$ cat config.mk
export PLATFORM = sky130hd
export DESIGN_NAME = serial_frame_rx
export DESIGN_NICKNAME = d
export VERILOG_FILES = /design/src/rtl/serial_frame_pkg.sv /design/src/rtl/serial_frame_rx_sync_2ff.sv /design/src/rtl/serial_frame_rx.sv
export SDC_FILE = /design/constraint.sdc
export NUM_CORES = 1
export LEC_CHECK = 0
export BUFFER_PORTS_ARGS = -buffer_cell sky130_fd_sc_hd__buf_2
export CAP_MARGIN = 20
export CELL_PAD_IN_SITES_DETAIL_PLACEMENT = 1
export CELL_PAD_IN_SITES_GLOBAL_PLACEMENT = 1
export CORE_MARGIN = 2
export CORE_UTILIZATION = 39
export CTS_CLUSTER_DIAMETER = 80
export DETAILED_ROUTE_END_ITERATION = 8
export PLACE_DENSITY_LB_ADDON = 0.08
export SYNTH_ARGS = -nofsm -noshare
export SYNTH_HDL_FRONTEND = slang
export SYNTH_SLANG_ARGS = --single-unit
$ cat constraint.sdc
create_clock -name CLK_signal -period 1.5 [get_ports CLK_signal]
set_input_delay 0.15 -clock CLK_signal [delete_from_list [all_inputs] [get_ports CLK_signal]]
set_output_delay 0.15 -clock CLK_signal [all_outputs]
set_load 0.01 [all_outputs]
$ cat src/rtl/serial_frame_pkg.sv
//==============================================================================
// Module      : serial_frame_pkg
// Description : Shared types and helpers for the serial frame receiver/transmitter.
// Revision    : 1.0
//==============================================================================
`default_nettype none

package serial_frame_pkg;

    typedef enum logic [2:0] {
        ST_IDLE   = 3'd0,
        ST_START  = 3'd1,
        ST_DATA   = 3'd2,
`ifdef SERIAL_FRAME_RX_PARITY_EN
        ST_PARITY = 3'd3,
`endif
        ST_STOP   = 3'd4
    } rx_state_t;

    // The start bit is sampled half a bit period after the edge so that
    // every later sample lands mid-bit.
    localparam int C_HALF_BIT_DIV = 2;

    // Widest frame either side of the link supports.
    localparam int C_MAX_WIDTH = 9;

    function automatic int half_bit_reload(input int clks_per_bit);
        return clks_per_bit / C_HALF_BIT_DIV - 1;
    endfunction

    // Even parity over a zero-extended word.
    function automatic logic even_parity(input logic [C_MAX_WIDTH-1:0] data);
        return ^data;
    endfunction

endpackage

`default_nettype wire

$ cat src/rtl/serial_frame_rx_sync_2ff.sv
//==============================================================================
// Module      : sync_2ff
// Description : Two-flop synchroniser, resets to 1 (idle level of a serial line).
// Revision    : 1.0
//==============================================================================
`default_nettype none

module sync_2ff (
    input  logic CLK_signal,
    input  logic RESET,
    input  logic d_i,
    output logic q_o
);

    logic meta_q;
    logic sync_q;

    always_ff @(posedge CLK_signal) begin
        if (RESET) begin
            meta_q <= 1'b1;
            sync_q <= 1'b1;
        end else begin
            meta_q <= d_i;
            sync_q <= meta_q;
        end
    end

    assign q_o = sync_q;

endmodule

`default_nettype wire

$ cat src/rtl/serial_frame_rx.sv
//==============================================================================
// Module      : serial_frame_rx
// Description : Serial frame receiver with a one-entry valid/ready output buffer.
//               Define SERIAL_FRAME_RX_PARITY_EN to add an even-parity bit.
// Revision    : 1.0
//==============================================================================
`default_nettype none

module serial_frame_rx
    import serial_frame_pkg::*;
#(
    parameter int WIDTH        = 8,
    parameter int CLKS_PER_BIT = 16
) (
    input  logic             CLK_signal,
    input  logic             RESET,
    input  logic             SERIAL_IN,
    input  logic             DATA_READY,
    output logic [WIDTH-1:0] DATA_OUT,
    output logic             DATA_VALID,
    output logic             FRAME_ERR,
    output logic             OVERRUN,
    output logic             PARITY_ERR,
    output logic             BUSY
);

    localparam int CNT_W = $clog2(CLKS_PER_BIT);
    localparam int IDX_W = $clog2(WIDTH);

    localparam logic [CNT_W-1:0] C_HALF_RELOAD = CNT_W'(half_bit_reload(CLKS_PER_BIT));
    localparam logic [CNT_W-1:0] C_FULL_RELOAD = CNT_W'(CLKS_PER_BIT - 1);
    localparam logic [IDX_W-1:0] C_LAST_IDX    = IDX_W'(WIDTH - 1);

    logic             w_rx_s;
    logic             w_fall;
    logic             w_tick_done;

    rx_state_t        state_q,  state_d;
    logic [CNT_W-1:0] cnt_q,    cnt_d;
    logic [IDX_W-1:0] idx_q,    idx_d;
    logic [WIDTH-1:0] shift_q,  shift_d;
    logic [WIDTH-1:0] data_q,   data_d;
    logic             valid_q,  valid_d;
    logic             ferr_q,   ferr_d;
    logic             ovr_q,    ovr_d;
    logic             rx_prev_q;
`ifdef SERIAL_FRAME_RX_PARITY_EN
    logic             pfail_q,  pfail_d;
    logic             perr_q,   perr_d;
`endif

    sync_2ff u_sync (
        .CLK_signal (CLK_signal),
        .RESET      (RESET),
        .d_i        (SERIAL_IN),
        .q_o        (w_rx_s)
    );

    assign w_fall      = rx_prev_q & ~w_rx_s;
    assign w_tick_done = (cnt_q == '0);

    always_ff @(posedge CLK_signal) begin
        if (RESET) begin
            state_q   <= ST_IDLE;
            cnt_q     <= '0;
            idx_q     <= '0;
            shift_q   <= '0;
            data_q    <= '0;
            valid_q   <= 1'b0;
            ferr_q    <= 1'b0;
            ovr_q     <= 1'b0;
            rx_prev_q <= 1'b1;
`ifdef SERIAL_FRAME_RX_PARITY_EN
            pfail_q   <= 1'b0;
            perr_q    <= 1'b0;
`endif
        end else begin
            state_q   <= state_d;
            cnt_q     <= cnt_d;
            idx_q     <= idx_d;
            shift_q   <= shift_d;
            data_q    <= data_d;
            valid_q   <= valid_d;
            ferr_q    <= ferr_d;
            ovr_q     <= ovr_d;
            rx_prev_q <= w_rx_s;
`ifdef SERIAL_FRAME_RX_PARITY_EN
            pfail_q   <= pfail_d;
            perr_q    <= perr_d;
`endif
        end
    end

    always_comb begin
        state_d = state_q;
        cnt_d   = cnt_q;
        idx_d   = idx_q;
        shift_d = shift_q;
        data_d  = data_q;
        valid_d = valid_q & ~DATA_READY;
        ferr_d  = 1'b0;
        ovr_d   = 1'b0;
`ifdef SERIAL_FRAME_RX_PARITY_EN
        pfail_d = pfail_q;
        perr_d  = 1'b0;
`endif

        if ((state_q != ST_IDLE) && !w_tick_done) begin
            cnt_d = cnt_q - 1'b1;
        end

        case (state_q)
            ST_IDLE: begin
                if (w_fall) begin
                    state_d = ST_START;
                    cnt_d   = C_HALF_RELOAD;
                end
            end

            ST_START: begin
                if (w_tick_done) begin
                    if (!w_rx_s) begin
                        state_d = ST_DATA;
                        cnt_d   = C_FULL_RELOAD;
                        idx_d   = '0;
`ifdef SERIAL_FRAME_RX_PARITY_EN
                        pfail_d = 1'b0;
`endif
                    end else begin
                        state_d = ST_IDLE;
                    end
                end
            end

            ST_DATA: begin
                if (w_tick_done) begin
                    shift_d = {w_rx_s, shift_q[WIDTH-1:1]};
                    cnt_d   = C_FULL_RELOAD;
                    if (idx_q == C_LAST_IDX) begin
`ifdef SERIAL_FRAME_RX_PARITY_EN
                        state_d = ST_PARITY;
`else
                        state_d = ST_STOP;
`endif
                    end else begin
                        idx_d = idx_q + 1'b1;
                    end
                end
            end

`ifdef SERIAL_FRAME_RX_PARITY_EN
            ST_PARITY: begin
                if (w_tick_done) begin
                    pfail_d = even_parity(C_MAX_WIDTH'(shift_q)) ^ w_rx_s;
                    cnt_d   = C_FULL_RELOAD;
                    state_d = ST_STOP;
                end
            end
`endif

            ST_STOP: begin
                if (w_tick_done) begin
                    state_d = ST_IDLE;
                    if (!w_rx_s) begin
                        ferr_d = 1'b1;
`ifdef SERIAL_FRAME_RX_PARITY_EN
                    end else if (pfail_q) begin
                        perr_d = 1'b1;
`endif
                    end else if (!valid_q || DATA_READY) begin
                        // A consumer taking the old word this cycle frees the slot.
                        data_d  = shift_q;
                        valid_d = 1'b1;
                    end else begin
                        ovr_d = 1'b1;
                    end
                end
            end

            default: begin
                state_d = ST_IDLE;
            end
        endcase
    end

    assign DATA_OUT   = data_q;
    assign DATA_VALID = valid_q;
    assign FRAME_ERR  = ferr_q;
    assign OVERRUN    = ovr_q;
    assign BUSY       = (state_q != ST_IDLE);
`ifdef SERIAL_FRAME_RX_PARITY_EN
    assign PARITY_ERR = perr_q;
`else
    assign PARITY_ERR = 1'b0;
`endif

endmodule

`default_nettype wire

After elaboration in Yosys (flattened, before gate mapping)

Cells that the tools add are included.

Add/sub/neg operators: 2
Equal/unequal tests: 11
Multiplexer cells: 24
Bitwise operators: 6
Reductions and logical operators: 14

Operators with widths:

| kind                  | number |
|---|---|
| $mux W3               | 9 |
| $mux W4               | 5 |
| $ne A2 B2 Y1 const B  | 7 |
| $pmux W3 S4           | 1 |
| $pmux W4 S3           | 1 |
| $reduce_and A5 Y1     | 2 |
| $eq A3 B3 Y1 const B  | 2 |
| $mux W1               | 6 |
| $pmux W3 S2           | 1 |
| $logic_not A4 Y1      | 1 |
| $not A1 Y1            | 4 |
| $reduce_and A4 Y1     | 1 |
| $reduce_or A4 Y1      | 1 |
| $sub A4 B1 Y4 const B | 1 |
| $add A3 B1 Y3 const B | 1 |
| $eq A3 B1 Y1 const B  | 1 |
| $eq A3 B2 Y1 const B  | 1 |
| $logic_not A3 Y1      | 1 |
| $reduce_bool A3 Y1    | 1 |
| $reduce_or A3 Y1      | 1 |
| $and A1 B1 Y1         | 2 |
| $logic_not A1 Y1      | 2 |
| $mux W2               | 1 |
| $reduce_and A2 Y1     | 1 |
| 3 further kinds       | 3 |

Register bits: 32
Input port bits: 4
Output and inout port bits: 13
Word-level logic and storage cells: 68

Depth between registers and ports, before layout

Depth in word-level cells: 7
Gate-level depth with buffers: 7
Mapped depth without buffers: 6

By module

A second synthesis with hierarchy kept.

Cell total of the unflattened synthesis: 149
Area, all modules: 1395.1 um^2

Modules (own cells, without submodules):

| module          | instances | cells an instance | area an instance (um^2) | seq. area each (um^2) |
|---|---|---|---|---|
| serial_frame_rx | 1         | 145               | 1342.5                  | 600.6 |
| sync_2ff        | 1         | 4                 | 52.6                    | 40.0 |

Worst setup path after synthesis

OpenSTA, ideal clock, no wires.

Kind: register to register
Start point: reg idx_q[0]
End point: reg idx_q[0]
Setup time: 0.067 ns
Arrival time: 1.543 ns
Data required time: 1.433 ns
Path slack: -0.111 ns
Stages on the path, launching flop included: 7
Path buffers: 0
Period minus slack after synthesis: 1.611 ns
Cells stage by stage: dfxtp_1 > ha_1 > ha_1 > nor3b_1 > o21ai_2 > or3_1 > a21oi_2

Longest elaborated chain between the ends: 4
Elaborated cells on any way between the ends: 7
Those cells by class: add/sub (1); eq/ne (2); mux (3); reduce/logical (1)

Ends and longest elaborated chain:

| element                | RTL line               | source |
|---|---|---|
| from (decl)            | serial_frame_rx.sv:40  | `logic [IDX_W-1:0] idx_q, idx_d;` |
| from (signal assigned) | serial_frame_rx.sv:80  | `idx_q <= idx_d;` |
| $add A3 B1 Y3          | serial_frame_rx.sv:146 | `idx_d = idx_q + 1'b1;` |
| $mux W3                | serial_frame_rx.sv:139 | `if (idx_q == C_LAST_IDX) begin` |
| $mux W3                | serial_frame_rx.sv:136 | `if (w_tick_done) begin` |
| $pmux W3 S2            | serial_frame_rx.sv:112 | `case (state_q)` |

Several ways; a longest one is shown, not always the timed one. The select of a mux whose other input is x is not followed.
A chain may end at the register's enable or synchronous reset.

Worst setup path in the final report

Start point: reg cnt_q[0]
End point: reg cnt_q[1]

Longest elaborated chain between the ends: 7
Elaborated cells on any way between the ends: 10
Those cells by class: add/sub (1); mux (6); reduce/logical (3)

Ends and longest elaborated chain:

| element                                               | RTL line               | source |
|---|---|---|
| from (decl)                                           | serial_frame_rx.sv:39  | `logic [CNT_W-1:0] cnt_q, cnt_d;` |
| from (signal assigned)                                | serial_frame_rx.sv:79  | `cnt_q <= cnt_d;` |
| branches (longest 6 deep; another with $sub A4 B1 Y4) | n/a                    |  |
| $pmux W4 S3 *                                         | serial_frame_rx.sv:112 |  |

Mark *: on every way between the ends.

==> results.md <==
- WL/cell: 14.8 µm
- Syn nets: between 150 and 200
- Crit path kind: register to register
- Largest net degree at the start of global routing: 18
- # DRC: 0
- Failing checks: negative setup slack
- Seq/Total Area, Yosys: 45.3%
- CTS HTree Levels: 2
- Layout area overhead: 35.2%
- Clock Path Buffers: 2
- Initial antenna violation count: 0
- YS warnings: 0
- Crit share post-route: 105%
- #FFs+latches synth: 32
- Synth unique cells: 38
- Clock period minus worst slack: around 1600 ps
- Max-Cap Viols: 0
- FMAX: between 600 and 700 MHz
- Share of power burned in registers: 48.1%
- Starting Density: roughly two fifths
- Core area: around 3400 µm²
- Post-synth ARST share: 0%
- Worst-Skew Late Latency: between 300 and 400 ps
- Fraction of layout cells with a size suffix above 1: 41.5%
- Top area cells in the synthesized netlist: dfxtp_1, mux2i_1, a21oi_1
- Combinational Power Share: 16.0%
- Top delay family on crit path: simple AND/OR/NAND/NOR gates
- Commonest register cell after synthesis: dfxtp_1
- Max IR drop VDD: around 0.00069 V
- Netlist Area Pre-Place: 1420 µm²
- Delay of the slowest critical-path stage: between 300 and 400 ps
- Area leader, netlist: dfxtp_1
- Clock share of power: between 30 and 40%
- P_leak: just over 0.8 nW
- Vias/cell: 5.13
- Met3 usage: under 10%
- Critical-path cell list: inv_2 -> ha_4 -> nor3b_4 -> buf_12 -> buf_4 -> or3_1 -> a31oi_1
- Vias in the first global route: between 1000 and 1500
- Tot Pwr: between 1.5 and 2 mW
- Top Ports: 17
- GRT Residual Overflow: 0
- M1 GR Usage: between 20% and 30%
- Fin util: 56.0%
- FF/Latch Area: roughly 650 µm²
- Gr usage total: 19.0%
- P_sw: approximately 0.46 mW
- Total CTS buffers: 5
- Layout Nets: 200
- Worst EP required: 1750 ps
- Final Hold Viols: 0
- Mapped Avg Cell Area: approximately 9.5 µm²
- Post-Synthesis Cells: approximately 150
- Design area: between 1500 and 2000 µm²
- Number of synthesized flops with an enable pin: 0
- Hold Crit Class: input port to register
- WP data arrival: 1830 ps
- Die X: 64.2 µm
- Unrepaired setup endpoints after global routing: yes
- Pwr Density: about 950 nW/µm²
- Top post-synthesis cells by count: dfxtp_1, a21oi_1, nand2_1, nor2_1, nand3_1
- Antenna viol nets, final: 0
- FP Rows: 21
- Outcome: finished, violations left
- Die ar.: 4130 µm²
- TritonCTS clock tree: done
- Crit. End Element: register
- Final wirelength: approximately 3500 µm
- Cell internal pwr: between 1 and 1.5 mW
- Drt first pass iters: 4
- Chip height: ~64 µm
- Clock skew: 13.6 ps
- Gpl congestion: ~0.75
- First-pass GRT wire length: 6010 µm
- Synth top area share: a little under half
- Most common cell in the netlist: dfxtp_1
- Slowest stage cell, crit path: dfxtp_2
- Via count: 1227
- Clock sinks: 32
- Switch share: between 20% and 30%
- Worst-path clk slew: between 100 and 150 ps
- Setup-failing EPs final: 8
- M2 GR Usage: a little under a third
- Ant. Diodes: 0
- Placed instance area: 1660 µm²
- Fillers: slightly above 400
- Setup ws final: -82.0 ps
- Dpl hpwl: 2350 µm
- Grt peak-use layer: met2
- Iter 0 DRT Violations: 38
- Count of input and output buffers: 15
- Worst Setup Start Kind: register
- Root Buffer Master: clkbuf_4
- CP Max Fanout: 7
- WP buf/inv: 3
- Max-slew violations: 0
- Multi-input gate area in the final layout: between 700 and 800 µm²
==> state kept, by name, summed over array words and instances (netlist names) <==
signal,count
OVERRUN,1
DATA_OUT,8
shift_q,8
DATA_VALID,1
u_sync.q_o,1
rx_prev_q,1
FRAME_ERR,1
state_q,3
cnt_q,4
u_sync.meta_q,1
idx_q,3
==> layout make-up <==
cell class                      instances  area share (%)
Clock inverter                          2            1.83
Clock buffer                            6            2.16
Inverter                                3           0.589
Sequential cell                        32            34.1
Multi-Input combinational cell        104            40.8
Tap cell                               46            3.01
Timing Repair Buffer                   46            17.5
==> per-layer routing <==
| layer | share of wire, % | up-vias |
|---|---|---|
| met5 | 0 | - |
| met4 | 2.2 | 0 |
| met3 | 3.6 | 8 |
| met2 | 50 | 24 |
| met1 | 44 | 583 |
| li1 | - | 612 |
==> path summary, 6_finish.rpt <==
check / end / from / cells after the start / slack, ps
min reg2reg: u_sync.q_o / u_sync.meta_q / 1 / 430
max: cnt_q[1] / cnt_q[0] / 7 / -80
min: rx_prev_q / RESET / 2 / 80
max reg2reg: cnt_q[1] / cnt_q[0] / 7 / -80
==> cell families after synthesis <==
group | Yosys count | share of synthesized area (%)
AND/OR/NAND/NOR | 61 | 26.2
flip-flops | 32 | 45.3
AO/OA/AOI/OAI | 28 | 12.5
buffers and inverters | 13 | 5.22
multiplexers | 9 | 6.45
adder cells (fa/ha/maj) | 4 | 3.54
other | 1 | 0.265
XOR/XNOR | 1 | 0.619
==> metrics by stage <==
| step | std cells | setup TNS, ps | setup WS [ps] | hold WS, ps |
|---|---|---|---|---|
| after CTS | 237 | -156 | -39.0 | 68.7 |
| final | 239 | -241 | -82.0 | 79.8 |
| after global placement | 222 | -650 | -71.6 | 335 |
| after global routing | 239 | -1540 | -157 | 56.7 |
| after floorplan | 149 | -0.705 | -0.705 | 254 |
| after detailed placement | 222 | -2900 | -207 | 338 |
==> cell usage in the layout, fill, tap and decap left out, types with 2 or more instances in the layout <==
master,count
a21oi_1,15
clkbuf_4,5
or3_1,3
nand2_1,13
or2_2,3
nor2_1,11
inv_2,2
dfxtp_2,4
a31oi_1,2
mux2i_1,8
nand3_1,10
o31ai_1,2
o2111ai_1,2
buf_4,26
nor3b_2,2
nand2b_1,2
dfxtp_4,2
nor3b_4,4
buf_6,3
buf_2,15
nor3_1,4
dfxtp_1,26
ha_4,2
==> timing repair <==
item | 4_1_cts | 5_1_grt
endpoints found under the setup margin | 26 | 26
hold buffers | 1 | 0
buffers inserted | 7 | 2
endpoints found under the hold margin | 1 | 0
gates resized for setup | 17 | 9
pin swaps | 7 | 7
==> power groups by stage <==
stage	clock network [mW]	registers, mW	logic (mW)
final	0.655	0.878	0.291
after global routing	0.716	0.881	0.319
after CTS	0.665	0.877	0.275
after detailed placement	0	0.899	0.219
after global placement	0	0.897	0.212
after floorplan	0	0.893	0.134
Note: power is estimated with default switching activity, not from simulation.
